--- src/rtl/aes_pkg.sv ---
// aes_pkg: shared AES-128 types, round constants and GF(2^8) arithmetic
//   state_t    128-bit cipher state / round key
//   word_t     32-bit key-schedule word
//   NUM_ROUNDS number of AES-128 rounds
//   RCON       key-schedule round constants, rounds 1..10
//   gf_mul     multiply in GF(2^8) modulo x^8+x^4+x^3+x+1
package aes_pkg;
    typedef logic [127:0] state_t;
    typedef logic [31:0] word_t;
    localparam int NUM_ROUNDS = 10;
    localparam logic [7:0] RCON [1:10] = '{8'h01, 8'h02, 8'h04, 8'h08, 8'h10,
                                           8'h20, 8'h40, 8'h80, 8'h1b, 8'h36};
    function automatic logic [7:0] xtime(input logic [7:0] a);
        return {a[6:0], 1'b0} ^ (a[7] ? 8'h1b : 8'h00);
    endfunction
    function automatic logic [7:0] gf_mul(input logic [7:0] a, input logic [7:0] b);
        logic [7:0] p;
        logic [7:0] x;
        p = '0;
        x = a;
        for (int i = 0; i < 8; i++) begin
            p = b[i] ? p ^ x : p;
            x = xtime(x);
        end
        return p;
    endfunction
endpackage

--- src/rtl/aes_sbox.sv ---
// aes_sbox: combinational AES forward S-box
//   a  in  8  input byte
//   s  out 8  substituted byte
// The inverse is a^254 (maps 0 to 0), followed by the FIPS-197 affine transform.
module aes_sbox
    import aes_pkg::*;
(
    input  logic [7:0] a,
    output logic [7:0] s
);
    logic [7:0] sq;
    logic [7:0] inv;
    always_comb begin
        sq = a;
        inv = 8'h01;
        for (int i = 1; i < 8; i++) begin
            sq = gf_mul(sq, sq);
            inv = gf_mul(inv, sq);
        end
    end
    assign s = inv ^ {inv[6:0], inv[7]} ^ {inv[5:0], inv[7:6]}
             ^ {inv[4:0], inv[7:5]} ^ {inv[3:0], inv[7:4]} ^ 8'h63;
endmodule

--- src/rtl/add_round_key_iter.sv ---
// add_round_key_iter: AES-128 AddRoundKey stage with on-the-fly key expansion
//   clk, rst_n          clock, asynchronous active-low reset
//   key_load, key_in    load master key and restart at round 0
//   in_valid, in_data   state to whiten; in_ready accepts it
//   out_valid, out_data whitened state; out_round is the key's round index,
//   out_round, out_last out_last marks round 10; out_ready drains the register
module add_round_key_iter
    import aes_pkg::*;
(
    input  logic         clk,
    input  logic         rst_n,
    input  logic         key_load,
    input  logic [127:0] key_in,
    input  logic         in_valid,
    input  logic [127:0] in_data,
    output logic         in_ready,
    output logic         out_valid,
    output logic [127:0] out_data,
    output logic [3:0]   out_round,
    output logic         out_last,
    input  logic         out_ready
);
    localparam logic [3:0] LAST = 4'(NUM_ROUNDS);
    state_t master;
    state_t rk;
    state_t next_rk;
    logic [3:0] round;
    logic key_ok;
    logic accept;
    logic [7:0] rcon;
    word_t rot;
    word_t sub;
    word_t t;
    word_t w0n;
    word_t w1n;
    word_t w2n;
    word_t w3n;
    assign rot = {rk[23:0], rk[31:24]};
    genvar i;
    generate
        for (i = 0; i < 4; i++) begin : g_sub
            aes_sbox u_sbox (.a(rot[8*i +: 8]), .s(sub[8*i +: 8]));
        end
    endgenerate
    // index is clamped in the last round, where next_rk is not used
    assign rcon = RCON[(round >= LAST) ? LAST : round + 4'd1];
    assign t = sub ^ {rcon, 24'h0};
    assign w0n = rk[127:96] ^ t;
    assign w1n = rk[95:64] ^ w0n;
    assign w2n = rk[63:32] ^ w1n;
    assign w3n = rk[31:0] ^ w2n;
    assign next_rk = {w0n, w1n, w2n, w3n};
    assign in_ready = key_ok && !key_load && (!out_valid || out_ready);
    assign accept = in_valid && in_ready;
    always_ff @(posedge clk or negedge rst_n) begin
        if (!rst_n) begin
            master <= '0;
            rk <= '0;
            round <= '0;
            key_ok <= 1'b0;
            out_valid <= 1'b0;
            out_data <= '0;
            out_round <= '0;
            out_last <= 1'b0;
        end else if (key_load) begin
            master <= key_in;
            rk <= key_in;
            round <= '0;
            key_ok <= 1'b1;
            out_valid <= 1'b0;
        end else if (accept) begin
            out_data <= in_data ^ rk;
            out_round <= round;
            out_last <= (round == LAST);
            out_valid <= 1'b1;
            rk <= (round == LAST) ? master : next_rk;
            round <= (round == LAST) ? 4'd0 : round + 4'd1;
        end else if (out_ready) begin
            out_valid <= 1'b0;
        end
    end
endmodule
--- config.mk ---
export PLATFORM = sky130hd
export DESIGN_NAME = add_round_key_iter
export DESIGN_NICKNAME = d
export VERILOG_FILES = /design/src/rtl/aes_pkg.sv /design/src/rtl/aes_sbox.sv /design/src/rtl/add_round_key_iter.sv
export SDC_FILE = /design/constraint.sdc
export NUM_CORES = 2
export LEC_CHECK = 0
export ABC_AREA = 0
export CAP_MARGIN = 25
export CELL_PAD_IN_SITES_DETAIL_PLACEMENT = 0
export CELL_PAD_IN_SITES_GLOBAL_PLACEMENT = 1
export CORE_AREA = 3 3 410 412
export DETAILED_ROUTE_END_ITERATION = 16
export DIE_AREA = 0 0 413 415
export GPL_TIMING_DRIVEN = 0
export HOLD_SLACK_MARGIN = 0.1
export PLACE_DENSITY = 0.8
export SLEW_MARGIN = 25
export SYNTH_ARGS = -nofsm -noshare
export SYNTH_HDL_FRONTEND = slang
export SYNTH_SLANG_ARGS = --single-unit
--- constraint.sdc ---
create_clock -name clk -period 19.36 [get_ports clk]
set_input_delay 5.808 -clock clk [delete_from_list [all_inputs] [get_ports clk]]
set_output_delay 5.808 -clock clk [all_outputs]
set_load 0.01 [all_outputs]
==> metrics <==
Critical Path Start Type=register; most common cell after layout, fill and taps aside=xnor2_1; Routability Congestion=0.9871; most frequent cells in the layout=xnor2_1, nor2_1, nand2_1; drt total wl=282800 um; PnR worst setup slack=0.9610 ns; RSZ-0062 raised after global routing=true; post-synth top area cell=xnor2_1; fmax=54.35 MHz; WP data required=19.92 ns; Async S/R FF share, synth=100.0%; # rows=149; most frequent CP cell=xnor2_1; PortBufs=394; post-synth top area share=23.21%; post-synthesis sequential area ratio=13.35%; Final setup viols=0; Relative slew margins=23.56%; DRT iter0 DRCs=8092; die height=415 um; synthesized area per cell=7.807 um2; Setup CP Type=reg -> reg; first-pass GRT wire length=424400 um; die area=171400 um2; Slowest Stage Delay on Critical Path=0.65 ns; synthesized flop and latch total=395; WL per Instance=23.20 um; status=finished, final reports clean; Non-Filler Instances=12190; placed instance area=80910 um2; Post-synth EDFFs=0; Mapped Area=74020 um2; Cell variety after synth=120; Max Slew Vio Count=0; synthesized net count=9764; Residual DRC=0; Arr. time, crit path=18.96 ns; worst-path fanout max=10; Worst Hold Class=reg -> reg; Layout area overhead=12.71%; Reg clk slew, reported paths=0.06 ns; final period utilization=95.04%; # IOs=396; core area=164800 um2; root buffer cell=clkbuf_16; Vias=71790; fin util=50.63%; clk sinks=395; Final Skew=0.05487 ns; initial antenna violation count=38; top_reg_cell synth=dfrtp_1; Slew @ Worst Pin=1.147 ns; Slowest-stage cell, CP=xor3_1; dpl ws=-1.471 ns; TritonCTS clock tree=done; Starting Density=44.92%; Antenna Violating Nets Remaining=0; cts bufs inserted=49; Total Routing Usage GR=31.44%; Final Cell Area=83430 um2; Hold Vio Cnt, Final=0; DRT Pass-1 Iters=10; share of layout cells above drive strength 1=8.651%; Clk Latency, worst-skew pair=0.68 ns; warnings from Yosys=0; number of global-route vias before repair=67700; largest net degree at the start of global routing=93; Period minus WS final=18.40 ns; DIE WIDTH=413 um; ranking of synthesized cells by area=xnor2_1, dfrtp_1, xor2_1, xnor3_1, nor2_1; flop2flop setup slack=0.96 ns; total gr overflow=0; clock buffer depth=3; Via density=5.889; hpwl dp=220100 um; Syn Inst Count=9482; nets=10220; CTS H-tree depth=2; max_cap viols=0; Inst Count DP=12070; hold buffer count at cts=0; Crit. End Element=register
==> synth_stat cells, types with 25 or more instances <==
library cell and instances:
xnor2_1 1962, nor2_1 1182, nand2_1 1069, xor2_1 566, o21ai_0 537, a21oi_1 453, clkbuf_1 430, dfrtp_1 395
xnor3_1 202, mux2i_1 189, nor3_1 179, nand3_1 178, mux2_2 161, buf_2 149, o22ai_1 123, xnor2_2 114
a22oi_1 108, inv_1 93, nand2b_1 82, a222oi_1 76, o21ai_1 75, a31oi_1 71, o211ai_1 64, nor2b_1 60
a211oi_1 59, and2_1 43, buf_1 42, xor2_2 42, buf_4 41, or3_1 36, and3_1 33, o221ai_1 33
xnor2_4 30, o21a_1 27, o31ai_1 27, a32oi_1 26, o311ai_0 25
==> layer usage <==
layer / GRT usage (%) / wire [um]
met1: 42.97 / 119200
met2: 49.13 / 126100
met4: 12.19 / 11810
met5: 0 / 52
met3: 5.499 / 25620
==> worst paths after layout <==
check / cells past startpoint / startpoint / endpoint
max in group asynchronous: 4 / rst_n / out_data[5]$_DFFE_PN0P_
min reg2reg: 1 / key_ok$_DFFE_PN0P_ / key_ok$_DFFE_PN0P_
max: 60 / rk[23]$_DFFE_PN0P_ / rk[31]$_DFFE_PN0P_
min in group asynchronous: 1 / rst_n / out_data[85]$_DFFE_PN0P_
min: 1 / key_ok$_DFFE_PN0P_ / key_ok$_DFFE_PN0P_
max reg2reg: 60 / rk[23]$_DFFE_PN0P_ / rk[31]$_DFFE_PN0P_
==> per-stage QoR <==
stage	TNS [ns]	hold WS [ns]
floorplan	0	0.4279
global placement	-2226.00	0.4465
detailed placement	-42.34	0.4451
CTS	0	0.4637
global route	-0.08239	0.4855
finish	0	0.4644
==> final cells by class <==
type / instances / area [um2]
Inverter: 113 / 429.2
Tap cell: 2189 / 2739
Antenna cell: 26 / 65.06
Sequential cell: 395 / 9884
Timing Repair Buffer: 405 / 4129
Multi-Input combinational cell: 8305 / 61560
Clock inverter: 27 / 342.8
Buffer: 668 / 2928
Fill cell: 16120 / 81370
Clock buffer: 63 / 1359
==> repair_timing <==
item | CTS | global route
buffers inserted | 0 | 5
hold endpoints to repair | 0 | 0
gates resized for setup | 16 | 105
endpoints found under the setup margin | 57 | 128
pin swaps | 0 | 4
==> sequential cells by signal, indices dropped and copies added (netlist names) <==
| name | flops |
|---|---|
| master | 128 |
| out_data | 128 |
| rk | 128 |
| out_round | 4 |
| round | 4 |
| key_ok | 1 |
| out_last | 1 |
| out_valid | 1 |
==> kinds of logic (layout without fill, tap and decap cells) <==
kind of cell	after synthesis	after routing	synth area share (%)
AO/OA/AOI/OAI	1964	1964	17.01
XOR/XNOR	2969	2969	42.35
adder cells (fa/ha/maj)	23	23	0.3820
buffers and inverters	782	1276	4.483
flip-flops	395	395	13.35
multiplexers	356	356	5.160
other	0	26	0
AND/OR/NAND/NOR	2993	2993	17.27
==> critical path: cells and delay by family, from the launching register on <==
family	cells	cell delay [ns]
xor+xnor	27	9.90
compound gates	13	2.56
buf+inv	8	2.46
simple gates	6	1.16
fa+ha+maj	3	1.01
mux	3	0.67
flops	1	0.48
Power is not shown: default switching activity piles up to over one toggle a cycle in this logic, so the estimate is an artifact.
